$ cat config.mk
export PLATFORM = sky130hd
export DESIGN_NAME = muxnx1_rr_pipe
export DESIGN_NICKNAME = d
export VERILOG_FILES = /design/src/rtl/muxnx1_rr_pipe.sv
export SDC_FILE = /design/constraint.sdc
export NUM_CORES = 1
export LEC_CHECK = 0
export ABC_AREA = 1
export CAP_MARGIN = 30
export CORE_MARGIN = 1
export CORE_UTILIZATION = 28
export CTS_CLUSTER_DIAMETER = 120
export DETAILED_ROUTE_END_ITERATION = 8
export PLACE_DENSITY = 0.57
export SYNTH_ARGS = -nofsm -noshare
export SYNTH_HDL_FRONTEND = slang
export SYNTH_SLANG_ARGS = --single-unit
$ cat constraint.sdc
create_clock -name clk -period 2.1 [get_ports clk]
set_clock_uncertainty 0.2 [all_clocks]
set_input_delay 0.21 -clock clk [delete_from_list [all_inputs] [get_ports clk]]
set_output_delay 0.21 -clock clk [all_outputs]
set_load 0.01 [all_outputs]
$ cat src/rtl/muxnx1_rr_pipe.sv
// muxnx1_rr_pipe: N:1 round-robin mux with a registered valid/ready output stage.
// Define MUXNX1_LOCK_EN to add in_lock, which pins the arbiter to a channel across a multi-word burst.
module muxnx1_rr_pipe #(
    parameter int N     = 4,
    parameter int WIDTH = 8,
    parameter int SEL_W = $clog2(N)
) (
    input  logic               clk,
    input  logic               rst,
    input  logic [N-1:0]       in_valid,
    output logic [N-1:0]       in_ready,
    input  logic [N*WIDTH-1:0] in_data,
`ifdef MUXNX1_LOCK_EN
    input  logic [N-1:0]       in_lock,
`endif
    output logic               out_valid,
    input  logic               out_ready,
    output logic [WIDTH-1:0]   out_data,
    output logic [SEL_W-1:0]   out_sel
);
    logic [SEL_W-1:0] ptr, grant, cand;
    logic found, slot_free, xfer;
`ifdef MUXNX1_LOCK_EN
    logic locked;
    logic [SEL_W-1:0] lock_g;
`endif
    assign slot_free = !out_valid || out_ready;
    // Scanning from ptr+N-1 down to ptr leaves the first valid channel at or after ptr as the final hit.
    always_comb begin
        grant = '0;
        found = 1'b0;
        cand  = '0;
        for (int i = N - 1; i >= 0; i--) begin
            cand = SEL_W'((int'(ptr) + i) % N);
            if (in_valid[cand]) begin
                grant = cand;
                found = 1'b1;
            end
        end
`ifdef MUXNX1_LOCK_EN
        if (locked) begin
            grant = lock_g;
            found = in_valid[lock_g];
        end
`endif
    end
    assign xfer     = found && slot_free && !rst;
    assign in_ready = xfer ? ({{(N-1){1'b0}}, 1'b1} << grant) : '0;
    always_ff @(posedge clk or posedge rst) begin
        if (rst) begin
            out_valid <= 1'b0;
            out_data  <= '0;
            out_sel   <= '0;
            ptr       <= '0;
`ifdef MUXNX1_LOCK_EN
            locked    <= 1'b0;
            lock_g    <= '0;
`endif
        end else if (xfer) begin
            out_valid <= 1'b1;
            out_data  <= in_data[int'(grant)*WIDTH +: WIDTH];
            out_sel   <= grant;
            ptr       <= (grant == SEL_W'(N - 1)) ? '0 : grant + 1'b1;
`ifdef MUXNX1_LOCK_EN
            locked    <= in_lock[grant];
            lock_g    <= grant;
`endif
        end else if (out_ready) begin
            out_valid <= 1'b0;
        end
    end
endmodule

==> results of run 1 <==
## how the worst max path moves through the flow
| stage | from | to | slack, ns | cells after the start |
|---|---|---|---|---|
| CTS | ptr[0] | in_ready[2] | -0.08 | 13 |
| global route | ptr[0] | in_ready[3] | -0.18 | 10 |
| floorplan | ptr[0] | in_ready[1] | 0.25 | 11 |
| detailed placement | in_valid[1] | in_ready[1] | -0.44 | 12 |
| global placement | in_valid[1] | in_ready[1] | -0.41 | 12 |
| finish | ptr[0] | in_ready[3] | -0.07 | 11 |
## stage by stage
step	hold WS, ns	setup slack [ns]	instance area [um2]	power, mW
after floorplan	-0.0830	0.247	1170	1.84
after global placement	0.269	-0.409	1910	2.74
after detailed placement	0.269	-0.438	1910	2.74
after CTS	0.199	-0.0829	2050	3.23
after global routing	0.196	-0.175	2070	3.52
final	0.183	-0.0670	2070	3.23
## flip-flops by register name, indices dropped and copies added (netlist names)
register	flops
out_data	8
out_sel	2
out_valid	1
ptr	2
## area by class of cell
class,count,area [um2],area share
Clock buffer,4,45.0,0.0218
Inverter,27,109,0.0527
Multi-Input combinational cell,130,748,0.362
Sequential cell,13,327,0.158
Tap cell,50,62.6,0.0303
Timing Repair Buffer,86,774,0.375
## repair_timing
item | CTS | global route
hold endpoints to repair | 0 | 0
resized for setup | 37 | 0
pin swaps | 10 | 6
setup buffers | 6 | 2
endpoints found under the setup margin | 4 | 13
## cell usage in the layout (no fill, tap or decap), drive strengths merged, types with 4 or more instances in the layout
master          n
buf            37
clkbuf          4
clkdlybuf4s50  49
dfrtp          13
inv            27
nand2          65
nand3          40
nand4           8
nor2           11
o21ai           5
## layer usage
metal  up-vias  global-route usage  share of wire
li1        735                   -              -
met1       617               0.199           0.43
met2        29               0.290           0.53
met3         4              0.0428          0.036
met4         0              0.0239         0.0044
met5         -                   0              0
## power by group
part	leakage (nW)	total [mW]	internal, mW	switching [mW]
logic	0.880	2.54	1.21	1.32
registers	0.159	0.466	0.372	0.0938
clock network	0.0228	0.230	0.134	0.0960
total	1.06	3.23	1.72	1.51
## critical path, delay by kind of cell (launching register included)
kind / cells / cell delay [ns]
AO/OA/AOI/OAI: 1 / 0.07
buffers and inverters: 3 / 0.34
flip-flops: 1 / 0.48
AND/OR/NAND/NOR: 7 / 0.60
## cell usage after synthesis (2+ instances only)
| master | n |
|---|---|
| nand2_1 | 53 |
| nand3_2 | 5 |
| nand3_1 | 32 |
| nand4_1 | 8 |
| inv_1 | 22 |
| nor2_1 | 10 |
| nand2_2 | 8 |
| nand2_4 | 4 |
| dfrtp_1 | 13 |
| o21ai_2 | 2 |
| o21ai_0 | 3 |
| buf_6 | 3 |
| inv_2 | 4 |
| nand3_4 | 3 |
## cell families after synthesis
logic type | count (synthesis) | synth area share
flops | 13 | 0.277
compound gates | 6 | 0.0341
buf+inv | 32 | 0.130
simple gates | 124 | 0.559
==> flow_metrics.env, run 1 <==
export IMPL_wire_length_per_cell_um=11.1
export IMPL_synth_seq_area_share=0.277
export IMPL_layoutNonFillerInstCount=310
export IMPL_number_of_buffers_created_by_cts=3
export IMPL_final_setup_worst_slack_ns=-0.0670
export IMPL_die_area_um2=4450
export IMPL_grt_remaining_overflow=0
export IMPL_vias_per_cell=4.47
export IMPL_rsz0062_at_grt="true"
export IMPL_hold_violations=0
export IMPL_crit_arrival_ns=1.76
export IMPL_port_buffer_count=53
export IMPL_worst_slew_pin_slew_ns=0.206
export IMPL_cts_tree="yes"
export IMPL_hold_class="primary input to async pin"
export IMPL_fp_coreArea_um2=4000
export IMPL_grt_pass1_wl_um=5530
export IMPL_cts_sink_count=13
export IMPL_pin_count=54
export IMPL_syn_area_um2=1170
export IMPL_timing_reg2reg_worst_path_depth=16
export IMPL_detailedRoute_firstIterationViolations=39
export IMPL_initial_utilization=0.293
export IMPL_htree_levels=1
export IMPL_period_needed_ns=2.17
export IMPL_routed_wl_um=3440
export IMPL_yosysUniqueCellTypes=19
export IMPL_fmax_mhz=461
export IMPL_finalCoreUtilization=0.516
export IMPL_cts_root_buf="clkbuf_8"
export IMPL_crit_reg2reg_capture="out_data[0]"
export IMPL_final_setup_viol_count=5
export IMPL_path_clk_slew_ns=0.06
export IMPL_globalplace_congestion=0.835
export IMPL_ys_flop_type="dfrtp_1"
export IMPL_top_cells_by_area_in_the_synthesized_netlist="dfrtp_1 28%, nand2_1 17%, nand3_1 14%"
export IMPL_synth_area_per_cell_um2=6.71
export IMPL_area_growth_synth_to_final_pct=76.0
export IMPL_worstReg2RegStart="ptr[0]"
export IMPL_number_of_enable_type_register_cells_in_the_synthesized_netlist=0
export IMPL_via_count_of_the_first_global_routing_pass=1304
export IMPL_die_x_um=66.7
export IMPL_slew_violations=0
export IMPL_post_placement_cell_count=298
export IMPL_ys_warnings=0
export IMPL_grt_start_max_net_pins=14
export IMPL_r2r_slack_ns=0
export IMPL_detail_route_antenna_nets=0
export IMPL_routed_via_count=1385
export IMPL_critical_path_top_cell_by_count="nand2_4"
export IMPL_netlist_area_leader_share=0.277
export IMPL_critical_path_class="flip-flop to output pin"
export IMPL_worstPathCellList="buf_6 > nand2_4 > o21ai_4 > nand2_2 > nand3_4 > nand2_4 > nand2_4 > nand2_4 > nand3_2 > inv_1 > buf_2"
export IMPL_period_share=1.03
export IMPL_drive_above_1_share=0.300
export IMPL_setup_total_negative_slack_ns=-0.155
export IMPL_run_status="finished, violations left"
export IMPL_cts_root_to_sink_buffers=2
export IMPL_post_dp_hpwl_um=2710
export IMPL_worst_ir_drop_vdd_mv=0.756
export IMPL_drt_pass1_iter_count=4
export IMPL_crit_path_end_kind="output pin"
export IMPL_synthCells=175
export IMPL_chipHeight_um=66.7
export IMPL_power_density_nw_per_um2=1570
export IMPL_ys_seq_elements=13
export IMPL_asyncSetResetFlopFracSynth=1.00
export IMPL_num_antenna_cells=0
export IMPL_violations="setup timing"
export IMPL_grt_util_all_layers=0.164
export IMPL_layout_nets=300
export IMPL_antenna_found_initial=0
export IMPL_postSynthNetCount=214
export IMPL_fillers=402
export IMPL_cpPeakStageDelay_ns=0.48
export IMPL_static_leakage_power_nw=1.06
export IMPL_placementRows=23
export IMPL_worstSetupStartpointType="flip-flop"
export IMPL_holdBufCountCts=0
export IMPL_drc_errors=0
export IMPL_count_of_maximum_capacitance_violations=0
export IMPL_critical_path_slowest_cell="dfrtp_2"
export IMPL_yosysTopAreaCell="dfrtp_1"
export IMPL_max_slew_margin=0.863
export IMPL_cp_max_fo=6
export IMPL_worst_endpoint_required_ns=1.69
export IMPL_clk_latency_ns=0.25
Power figures use the tool's default switching activity.
==> run 2: changes to the inputs <==
--- a/config.mk
+++ b/config.mk
@@ -10,6 +10,7 @@
 export CORE_MARGIN = 1
-export CORE_UTILIZATION = 28
+export CORE_UTILIZATION = 41
 export CTS_CLUSTER_DIAMETER = 120
 export DETAILED_ROUTE_END_ITERATION = 8
-export PLACE_DENSITY = 0.57
+export PLACE_DENSITY = 0.79
+export SLEW_MARGIN = 20
 export SYNTH_ARGS = -nofsm -noshare
--- a/constraint.sdc
+++ b/constraint.sdc
@@ -4,2 +4,2 @@
 set_output_delay 0.21 -clock clk [all_outputs]
-set_load 0.01 [all_outputs]
+set_load 0.02 [all_outputs]
==> run 2 against run 1 <==
The flow still finishes with violations (setup timing). Clock power fell by 30%. Power is 4.4% higher. First-iteration DRC count grew 18%. Worst setup slack lost 0.038 ns. Critical path depth increased by 2. Fmax fell by 1.7%. Register-to-register slack hardly changed. Via count increased by 6.0%. Non-clock buffer count is 3 higher. Die area down 31%. Highest routed layer unchanged.
==> flow_metrics.env, run 2 (synthesis results as in run 1) <==
export IMPL_finalCoreUtilization=0.751
export IMPL_cts_root_to_sink_buffers=2
export IMPL_cts_root_buf="clkbuf_4"
export IMPL_switching_power_mw=1.67
export IMPL_routed_via_count=1468
export IMPL_timing_critical_path_from="ptr[0]"
export IMPL_switching_share=0.495
export IMPL_post_place_setup_slack_ns=-0.477
export IMPL_drc_errors=0
export IMPL_slew_violations=0
export IMPL_final_setup_viol_count=4
export IMPL_max_slew_margin=0.831
export IMPL_static_leakage_power_nw=1.06
export IMPL_power_density_nw_per_um2=1640
export IMPL_cts_sink_count=13
export IMPL_path_clk_slew_ns=0.09
export IMPL_wire_length_per_cell_um=12.0
export IMPL_via_count_of_the_first_global_routing_pass=1336
export IMPL_crit_reg2reg_capture="ptr[1]"
export IMPL_rsz0062_at_grt="true"
export IMPL_globalplace_congestion=0.807
export IMPL_detailedRoute_firstIterationViolations=46
export IMPL_clk_latency_ns=0.28
export IMPL_mostFrequentLayoutCells="49 x clkdlybuf4s50_1, 46 x nand2_1, 35 x buf_4"
export IMPL_layout_nets=303
export IMPL_critical_path_slowest_cell="dfrtp_2"
export IMPL_cts_tree="yes"
export IMPL_drive_above_1_share=0.338
export IMPL_crit_arrival_ns=1.79
export IMPL_die_area_um2=3080
export IMPL_critPathCapture="in_ready[3]"
export IMPL_placementRows=19
export IMPL_critical_path_top_cell_by_count="nand2_2"
export IMPL_grt_util_all_layers=0.241
export IMPL_cell_internal_pwr_mw=1.70
export IMPL_fillers=225
export IMPL_num_antenna_cells=0
export IMPL_port_buffer_count=53
export IMPL_number_of_buffers_created_by_cts=3
export IMPL_regMostFlops="out_data"
export IMPL_period_share=1.05
export IMPL_post_dp_hpwl_um=2660
export IMPL_chipHeight_um=55.5
export IMPL_vias_per_cell=4.99
export IMPL_grt_remaining_overflow=0
export IMPL_worstReg2RegStart="ptr[0]"
export IMPL_timing_reg2reg_worst_path_depth=15
export IMPL_fp_coreArea_um2=2730
export IMPL_die_x_um=55.5
export IMPL_r2r_slack_ns=0
export IMPL_worst_slew_pin_slew_ns=0.253
export IMPL_crit_path_end_kind="output pin"
export IMPL_fmax_mhz=454
export IMPL_detail_route_antenna_nets=0
export IMPL_area_growth_synth_to_final_pct=74.9
export IMPL_worstPathCellList="buf_6 > nand2_2 > nand2_2 > nand2_2 > nand2_1 > inv_2 > nand2_2 > nand2_2 > nand2_4 > inv_2 > nand3_2 > inv_2 > buf_6"
export IMPL_grt_start_max_net_pins=14
export IMPL_largest_reg_flops=8
export IMPL_hold_violations=0
export IMPL_worst_ir_drop_vdd_mv=1.29
export IMPL_pwr_share_comb=0.815
export IMPL_worst_endpoint_required_ns=1.69
export IMPL_cpPeakStageDelay_ns=0.50
export IMPL_period_needed_ns=2.20
export IMPL_initial_utilization=0.429
export IMPL_antenna_found_initial=0
export IMPL_pin_count=54
export IMPL_grt_pass1_wl_um=5920
export IMPL_cp_max_fo=8
export IMPL_p_seq_frac=0.138
export IMPL_htree_levels=1
export IMPL_layout_commonest_cell="clkdlybuf4s50_1"
export IMPL_critical_path_class="flip-flop to output pin"
export IMPL_layout_top_registers="out_data x8, out_sel x2, ptr x2"
export IMPL_violations="setup timing"
export IMPL_p_clk_frac=0.047
export IMPL_worstSetupStartpointType="flip-flop"
export IMPL_run_status="finished, violations left"
export IMPL_count_of_maximum_capacitance_violations=0
export IMPL_hold_class="primary input to async pin"
export IMPL_routed_wl_um=3530
export IMPL_drt_pass1_iter_count=7
export IMPL_final_setup_worst_slack_ns=-0.105
[run 2: power groups by stage]
| stage | clock network (mW) | registers (mW) | logic, mW |
|---|---|---|---|
| final | 0.160 | 0.465 | 2.75 |
| after global routing | 0.175 | 0.483 | 2.96 |
| after CTS | 0.164 | 0.465 | 2.69 |
| after detailed placement | 0 | 0.464 | 2.44 |
| after global placement | 0 | 0.462 | 2.40 |
| after floorplan | 0 | 0.553 | 1.39 |
[run 2: timing repair]
action                                  CTS  global route
gates cloned                              0             0
pin swaps                                10             9
hold buffers                              0             0
gates resized for setup                  38             6
endpoints found under the setup margin    4            13
setup buffers                             8             0
[run 2: cell type report]
cell class,count,area (um2),share of cell area
inverter,27,106,0.0518
clock buffer,4,26.3,0.0128
multi-input combinational,130,746,0.363
timing repair buffer,89,810,0.394
tap,31,38.8,0.0189
sequential,13,327,0.159
[run 2: through the flow]
step                      area [um2]  instances  setup TNS [ns]  power [mW]  hold slack (ns)
after floorplan                 1170        175               0        1.94          -0.0830
after CTS                       2040        295          -0.374        3.32            0.128
final                           2050        294          -0.365        3.38            0.119
after global routing            2050        294          -0.920        3.62            0.140
after detailed placement        1910        283           -1.80        2.91            0.267
after global placement          1910        283           -1.72        2.86            0.263
[run 2: metal layers]
layer  share of wire  routed length [um]  up-vias  track usage
met5               0                   0        -            0
met4           0.016                  55        0       0.0643
met3           0.054                 192        8       0.0398
met2            0.48                1700       53        0.401
met1            0.45                1580      669        0.325
li1                -                   -      738            -
[run 2: worst min path at each step]
stage	slack, ns	cells past startpoint	startpoint	to
floorplan	-0.08	1	rst	out_data[0]
detailed placement	0.27	2	out_data[7]	out_data[7]
finish	0.12	3	rst	out_data[7]
global route	0.14	3	rst	out_data[7]
CTS	0.13	3	rst	out_data[7]
global placement	0.26	2	out_data[6]	out_data[6]
[run 2: worst max-delay path, delay by kind of cell (launching register included)]
kind / cells / cell delay, ns
and+or+nand+nor: 8 / 0.57
DFF: 1 / 0.50
buffers and inverters: 5 / 0.45
==> run 3: changes to the inputs <==
GPL_TIMING_DRIVEN = 0   (was unset)
==> run 3 against run 2 <==
The run still ends with setup timing left. Worst hold slack got worse by 0.072 ns. Largest cell class is now multi-input gates. Register-to-register slack worse by 0.12 ns. Routed wire length up 19%. Clock power barely moved. Combinational power increased by 8.7%. Critical endpoint is now in_ready[1]. Power increased by 6.5%. Critical path depth up 1.
==> flow_metrics.env, run 3 (synthesis results as in run 1) <==
export IMPL_cpPeakStageDelay_ns=0.40
export IMPL_htree_levels=1
export IMPL_detail_route_antenna_nets=0
export IMPL_num_antenna_cells=0
export IMPL_placement_cell_area_um2=1740
export IMPL_power_density_nw_per_um2=1680
export IMPL_pin_count=54
export IMPL_post_place_setup_slack_ns=-0.774
export IMPL_globalplace_congestion=0.792
export IMPL_hold_class="primary input to async pin"
export IMPL_layout_commonest_cell="clkdlybuf4s50_1"
export IMPL_port_buffer_count=53
export IMPL_critical_path_buf_inv_count=6
export IMPL_crit_arrival_ns=1.86
export IMPL_grt_remaining_overflow=0
export IMPL_critical_path_class="flip-flop to output pin"
export IMPL_clk_latency_ns=0.28
export IMPL_design_power_total_mw=3.59
export IMPL_layout_top_registers="out_data x8, out_sel x2, ptr x2"
export IMPL_vias_per_cell=5.36
export IMPL_max_slew_margin=0.776
export IMPL_routed_via_count=1550
export IMPL_largest_reg_flops=8
export IMPL_placementRows=19
export IMPL_drc_errors=0
export IMPL_static_leakage_power_nw=1.08
export IMPL_period_share=1.08
export IMPL_fmax_mhz=440
export IMPL_grt_start_max_net_pins=15
export IMPL_slew_violations=0
export IMPL_number_of_buffers_created_by_cts=3
export IMPL_worst_slew_pin_slew_ns=0.336
export IMPL_fp_coreArea_um2=2730
export IMPL_worst_endpoint_required_ns=1.69
export IMPL_violations="setup timing"
export IMPL_area_growth_synth_to_final_pct=81.8
export IMPL_drive_above_1_share=0.333
export IMPL_post_dp_hpwl_um=2420
export IMPL_final_setup_viol_count=11
export IMPL_cp_max_fo=6
export IMPL_finalCoreUtilization=0.780
export IMPL_cts_root_to_sink_buffers=2
export IMPL_fillers=184
export IMPL_layout_cell_area_excl_fill_um2=2130
export IMPL_count_of_maximum_capacitance_violations=0
export IMPL_critical_path_slowest_cell="dfrtp_1"
export IMPL_run_status="finished, violations left"
export IMPL_rsz0062_at_grt="true"
export IMPL_die_area_um2=3080
export IMPL_chipHeight_um=55.5
export IMPL_via_count_of_the_first_global_routing_pass=1390
export IMPL_crit_path_end_kind="output pin"
export IMPL_grt_pass1_wl_um=6100
export IMPL_worst_ir_drop_vdd_mv=1.19
export IMPL_die_x_um=55.5
export IMPL_layout_nets=298
export IMPL_cts_tree="yes"
export IMPL_grt_util_all_layers=0.249
export IMPL_detailedRoute_firstIterationViolations=61
export IMPL_regMostFlops="out_data"
export IMPL_routed_wl_um=4190
export IMPL_hold_violations=0
export IMPL_worstSetupStartpointType="flip-flop"
export IMPL_holdBufCountCts=0
export IMPL_cts_sink_count=13
export IMPL_cpLargestDelayFamily="simple AND/OR/NAND/NOR gates"
export IMPL_worstPathCellList="buf_6 > clkinv_8 > nand2_4 > nand2_4 > nand2_4 > nand2_2 > inv_1 > nand2_1 > nand2_2 > nand2_4 > buf_6 > nand3_4 > inv_2 > buf_6"
export IMPL_antenna_found_initial=0
export IMPL_final_setup_worst_slack_ns=-0.174
export IMPL_wire_length_per_cell_um=14.5
export IMPL_mostFrequentLayoutCells="49 x clkdlybuf4s50_1, 44 x nand2_1, 27 x nand3_1"
export IMPL_cts_root_buf="clkbuf_4"
export IMPL_drt_pass1_iter_count=4
export IMPL_period_needed_ns=2.27
export IMPL_path_clk_slew_ns=0.08
export IMPL_setup_total_negative_slack_ns=-0.864
export IMPL_initial_utilization=0.429
export IMPL_post_placement_cell_count=259
export IMPL_layoutNonFillerInstCount=289
export IMPL_critical_path_top_cell_by_count="nand2_4"
export IMPL_worst_hold_slack_ns=0.0473
-- run 3: changes by cell type in the layout (fill, tap and decap cells not counted), moves of 4 or more --
cell,delta
buf_4,-12
nand2_4,+8
nand2_2,-7
buf_6,+4
inv_2,-4
-- run 3: layout make-up --
cell class                 instances  area (um2)  share of cell area
tap                               31        38.8              0.0182
inverter                          27         125              0.0587
buffer                             5        53.8              0.0252
timing repair buffer              79         736               0.345
sequential                        13         327               0.153
multi-input combinational        130         827               0.388
clock buffer                       4        26.3              0.0123
-- run 3: where the power goes --
group | internal [mW] | switching, mW
sequential | 0.371 | 0.0771
combinational | 1.27 | 1.72
clock | 0.0736 | 0.0835
total | 1.72 | 1.88
-- run 3: repair_timing --
action	in CTS	in global routing
setup endpoints to repair	4	12
endpoints found under the hold margin	0	0
buffers inserted	21	4
cloned	1	0
resized for setup	51	16
pin swaps	14	11
-- run 3: final timing paths --
kind                                  start  cells past startpoint  slack [ns]           to
worst max-delay path                 ptr[0]                     14       -0.17  in_ready[1]
worst min-delay path                    rst                      2        0.05  out_data[4]
worst max register to register       ptr[0]                     13       -0.12  out_data[7]
worst min register to register  out_data[5]                      2        0.29  out_data[5]
max in group asynchronous               rst                      2        1.42       ptr[1]
min in group clk                out_data[5]                      2        0.29  out_data[5]
-- run 3: routing by layer --
layer / up-vias / part of all wire / GRT usage
met5: - / 0 / 0
met4: 0 / 0.024 / 0.0679
met2: 71 / 0.51 / 0.432
li1: 733 / - / -
met3: 12 / 0.053 / 0.0328
met1: 734 / 0.41 / 0.322
